## src/rtl/handshake_master_fifo.sv

```systemverilog
// Valid/ready source stage: a producer writes words on wr_en, they are buffered
// in a small FIFO behind an output register and presented downstream in order.
module handshake_master_fifo #(
  parameter int WIDTH     = 8,
  parameter int DEPTH     = 4,
  parameter int SKIP_ZERO = 1
) (
  input  logic                          clk,
  input  logic                          rst,
  input  logic                          wr_en,
  input  logic [WIDTH-1:0]              data_in,
  output logic                          full,
  output logic                          overflow,
  output logic [$clog2(DEPTH+2)-1:0]    count,
  output logic [WIDTH-1:0]              data_out,
  output logic                          data_valid,
  input  logic                          data_ready
);

  localparam int AW = $clog2(DEPTH);
  localparam int CW = $clog2(DEPTH+2);

  // Handshake: a word moves downstream on a rising edge where data_valid=1 and
  // data_ready=1; data_valid only falls after such a transfer and data_out is
  // frozen while data_valid=1 and data_ready=0.

  logic [WIDTH-1:0] mem [DEPTH];
  logic [AW:0]      wr_ptr;
  logic [AW:0]      rd_ptr;
  logic [AW:0]      occ;
  logic [AW:0]      occ_next;

  logic             skip;
  logic             write_req;
  logic             accept;
  logic             drop;
  logic             xfer;
  logic             out_free;
  logic             fifo_empty;
  logic             pop;
  logic             bypass;
  logic             push;
  logic             valid_next;
  logic             full_next;
  logic [CW-1:0]    count_next;

  always_comb begin
    skip       = 1'b0;
    write_req  = 1'b0;
    accept     = 1'b0;
    drop       = 1'b0;
    xfer       = 1'b0;
    out_free   = 1'b0;
    fifo_empty = 1'b0;
    pop        = 1'b0;
    bypass     = 1'b0;
    push       = 1'b0;
    valid_next = data_valid;
    occ        = wr_ptr - rd_ptr;
    occ_next   = occ;
    full_next  = 1'b0;
    count_next = count;

    skip       = (SKIP_ZERO != 0) && (data_in == '0);
    write_req  = wr_en && !skip;
    // The registered full flag gates acceptance even if a slot frees this cycle.
    accept     = write_req && !full;
    drop       = write_req && full;
    xfer       = data_valid && data_ready;
    out_free   = !data_valid || xfer;
    fifo_empty = (wr_ptr == rd_ptr);
    pop        = out_free && !fifo_empty;
    bypass     = out_free && fifo_empty && accept;
    push       = accept && !bypass;

    if (pop || bypass) begin
      valid_next = 1'b1;
    end else if (xfer) begin
      valid_next = 1'b0;
    end

    occ_next   = occ + (AW+1)'(push) - (AW+1)'(pop);
    full_next  = (occ_next == (AW+1)'(DEPTH));
    count_next = count + CW'(accept) - CW'(xfer);
  end

  // Array storage carries no reset; the pointers alone define what is valid.
  always_ff @(posedge clk) begin
    if (push) begin
      mem[wr_ptr[AW-1:0]] <= data_in;
    end
  end

  always_ff @(posedge clk or negedge rst) begin
    if (!rst) begin
      wr_ptr     <= '0;
      rd_ptr     <= '0;
      full       <= 1'b0;
      overflow   <= 1'b0;
      count      <= '0;
      data_out   <= '0;
      data_valid <= 1'b0;
    end else begin
      if (push) begin
        wr_ptr <= wr_ptr + 1'b1;
      end
      if (pop) begin
        rd_ptr <= rd_ptr + 1'b1;
      end
      if (pop) begin
        data_out <= mem[rd_ptr[AW-1:0]];
      end else if (bypass) begin
        data_out <= data_in;
      end
      data_valid <= valid_next;
      full       <= full_next;
      overflow   <= drop;
      count      <= count_next;
    end
  end

endmodule

```

## config.mk

```make
export PLATFORM = sky130hd
export DESIGN_NAME = handshake_master_fifo
export DESIGN_NICKNAME = d
export VERILOG_FILES = /design/src/rtl/handshake_master_fifo.sv
export SDC_FILE = /design/constraint.sdc
export NUM_CORES = 1
export LEC_CHECK = 0
export ABC_AREA = 0
export ABC_CLOCK_PERIOD_IN_PS = 2400
export CAP_MARGIN = 15
export CORE_MARGIN = 3
export CORE_UTILIZATION = 45
export CTS_BUF_LIST = sky130_fd_sc_hd__clkbuf_8
export DETAILED_ROUTE_END_ITERATION = 10
export PLACE_DENSITY = 0.69
export SLEW_MARGIN = 0
export SYNTH_ARGS = -nofsm -noshare
export SYNTH_HDL_FRONTEND = slang
export SYNTH_SLANG_ARGS = --single-unit
```

## constraint.sdc

```tcl
create_clock -name clk -period 2.4 [get_ports clk]
set_input_delay 0.36 -clock clk [delete_from_list [all_inputs] [get_ports clk]]
set_output_delay 0.36 -clock clk [all_outputs]
set_load 0.005 [all_outputs]
```

==> results of run 1 <==
==> worst max-delay path: stages (launching register included) <==
cell and delay (ps):
sky130_fd_sc_hd__dfrtp_2 460, sky130_fd_sc_hd__xnor2_4 160, sky130_fd_sc_hd__a32oi_2 250, sky130_fd_sc_hd__inv_2 60
sky130_fd_sc_hd__fa_2 330, sky130_fd_sc_hd__inv_2 60, sky130_fd_sc_hd__fa_1 410, sky130_fd_sc_hd__inv_2 80
sky130_fd_sc_hd__ha_4 130, sky130_fd_sc_hd__xnor2_2 70, sky130_fd_sc_hd__xnor2_1 130, sky130_fd_sc_hd__nor3_1 170
==> per-layer routing <==
metal | vias to the layer above | GRT usage, % | wire, um
met5 | - | 0 | 0
met4 | 0 | 5.07 | 61
li1 | 664 | - | -
met1 | 707 | 20.7 | 2000
met2 | 37 | 30.7 | 2570
met3 | 7 | 3.67 | 235
==> cells in the final DEF (no fill, tap or decap), drive strengths merged, types with 4 or more instances in the layout <==
| master | n |
|---|---|
| and3 | 4 |
| dfrtp | 20 |
| xnor2 | 9 |
| edfxtp | 32 |
| mux4 | 8 |
| buf | 28 |
| inv | 29 |
| a221oi | 8 |
| clkbuf | 5 |
| clkdlybuf4s50 | 17 |
| nor3 | 9 |
| dlymetal6s2s | 7 |
| ha | 9 |
==> power by group <==
| group | switching, mW | leakage, nW | internal (mW) |
|---|---|---|---|
| logic | 0.873 | 0.737 | 1.04 |
| registers | 0.167 | 0.521 | 1.25 |
| clock network | 0.305 | 0.0452 | 0.213 |
==> cells by family after synthesis <==
| group | Yosys count | share of synthesized area [%] |
|---|---|---|
| DFF | 52 | 62.2 |
| and+or+nand+nor | 24 | 6.12 |
| muxes | 9 | 8.78 |
| buffers and inverters | 32 | 6.17 |
| xor gates and xnor gates | 11 | 4.10 |
| AOI/OAI and AO/OA | 13 | 5.32 |
| adders and majority gates | 12 | 7.34 |
==> state kept, by name (all words and copies together), names as in the netlist <==
register    flops
count           3
data_out        8
data_valid      1
full            1
mem            32
overflow        1
rd_ptr          3
wr_ptr          3
==> area by class of cell <==
type / instances / area, sq um
clock inverters: 3 / 25.0
well taps: 67 / 83.8
clock buffers: 5 / 68.8
fillers: 394 / 1810
repair buffers: 53 / 489
multi-input cells: 69 / 825
inverters: 28 / 110
flip-flops and latches: 52 / 1460
==> path summary, 6_finish.rpt <==
path                            startpoint          end  slack [ps]  cells after the start
worst max-delay path             wr_ptr[0]         full          -9                     11
worst min-delay path                   rst  data_out[1]         380                      2
worst max register to register   wr_ptr[0]         full          -9                     11
worst min register to register    count[2]     count[2]         490                      1
max in group asynchronous              rst    wr_ptr[1]        1780                      2
min in group clk                data_in[1]    mem[3][1]         420                      2
==> what timing repair did <==
item                                    4_1_cts  5_1_grt
endpoints found under the setup margin        2        2
gates resized for setup                       5       12
pin swaps                                     6        5
buffers inserted                              2        0
==> results.ini, run 1 <==
[routing]
drcViolationCount = 0
drtIter0Drc = 32
number_of_search_and_repair_iterations_in_the_first_detailed_routing_pass = 4
routedWlPerCell_um = 17.6
routed_wl_um = 4870
detail_route.vias_per_cell = 5.11
drt.antenna.violating_nets = 0
vias = 1415

[layout]
drive_gt1_share_pct = 28.6
final_standard_cell_count_with_taps_included_and_fillers_excluded = 277
syn2layout_area_growth_pct = 30.4
utilization_of_the_core_after_routing_pct = 62.8
final_net_count = 233
inserted_diodes = 0
final_area_sq_um = 3070

[job]
cap_violations = 0

[clock_tree]
worst_setup_hold_path_clk_slew_ps = 100
h-tree-depth = 2
clk_path_buf_depth = 2
tritoncts = built
cts.sinks = 52
postCtsHoldBufs = 0
worstSkewPairLatency_ps = 310
ctsRootBufferMaster = sky130_fd_sc_hd__clkbuf_8
cts_buffers = 5

[synth]
synth.cell_area_sq_um = 2350
synth.cells.most_frequent = sky130_fd_sc_hd__edfxtp_1, sky130_fd_sc_hd__inv_1, sky130_fd_sc_hd__dfrtp_1
dominantRegCellSynth = sky130_fd_sc_hd__edfxtp_1
synth_top_area_share_pct = 40.9
postSynthCellCount = 153
ys_ff_latch = 52
synth-edff-count = 32
ys_warn_count = 0
synth.net_count = 177
synth_largest_area_cell = sky130_fd_sc_hd__edfxtp_1
yosysUniqueCellTypes = 28
fraction_of_the_yosys_area_taken_by_sequential_cells_pct = 62.2
most_frequently_used_cell_type_in_the_post_synthesis_netlist = sky130_fd_sc_hd__edfxtp_1
ys_async_sr_fraction_pct = 38.5
syn_area_cell_sq_um = 15.4
synth_top_cells_by_area = sky130_fd_sc_hd__edfxtp_1, sky130_fd_sc_hd__dfrtp_1, sky130_fd_sc_hd__ha_1

[timing]
final_hold_viol_count = 0
slew_headroom_pct = 67.6
clock-skew-final_ps = 6.26
fin_setup_tns_ps = -9.45
report.final.slew_viol_count = 0
worst_pin_slew_ps = 486
min_period_ps = 2410
worst_slack_ps = -9.45
grt_setup_unrepaired = true
setup_viol = 1
final.hold.worst_slack_ps = 385
final_worst_path_cycle_share_pct = 100
fmaxAchievable_mhz = 415

[setup_path]
critical_path_peak_fanout = 3
startpoint_type = register
critical_path_arrival_ps = 2620
critical_path_type = register to register
setup.worst_path.end_class = register
worst_endpoint_required_time_ps = 2620

[global_routing]
overall_global_routing_resource_usage_pct = 17.1
antenna_violations_before_repair = 0
first_global_vias = 1557
first_pass_grt_wire_length_um = 7780
grt_overflow_total = 0
grt_start_max_net_pins = 21

[placed_design]
io_buffer_count = 25
placed_cells_incl_taps = 267
detailed_place_hpwl_um = 3410
place.gp.congestion = 0.746
placed_area_sq_um = 2910
dp_worst_setup_slack_ps = -363

[power_and_ir_drop]
cellPowerDensity_nw_per_um2 = 1250
max-vdd-ir-drop_uv = 493
leakage_nw = 1.30
total_power_mw = 3.84

[die]
floorplan.initialDensity_pct = 48.2
top_level_ports = 26
core_sq_um = 4880
placement_rows = 25
die-width_um = 78.3
dieArea_sq_um = 6130
die_height_um = 78.3

[min_path]
holdCritPathClass = input port to asynchronous set/reset pin

[outcome]
outcome = finished with violations
violations = setup timing

No activity file was read; power rests on OpenSTA's default activity.
==> inputs of run 2 (changes only) <==
--- a/config.mk
+++ b/config.mk
@@ -13,7 +13,6 @@
 export CTS_BUF_LIST = sky130_fd_sc_hd__clkbuf_8
 export DETAILED_ROUTE_END_ITERATION = 10
 export PLACE_DENSITY = 0.69
-export SLEW_MARGIN = 0
 export SYNTH_ARGS = -nofsm -noshare
 export SYNTH_HDL_FRONTEND = slang
 export SYNTH_SLANG_ARGS = --single-unit
==> results of run 2 <==
Same layout as run 1: the final DEF is identical, and so are final timing and power.
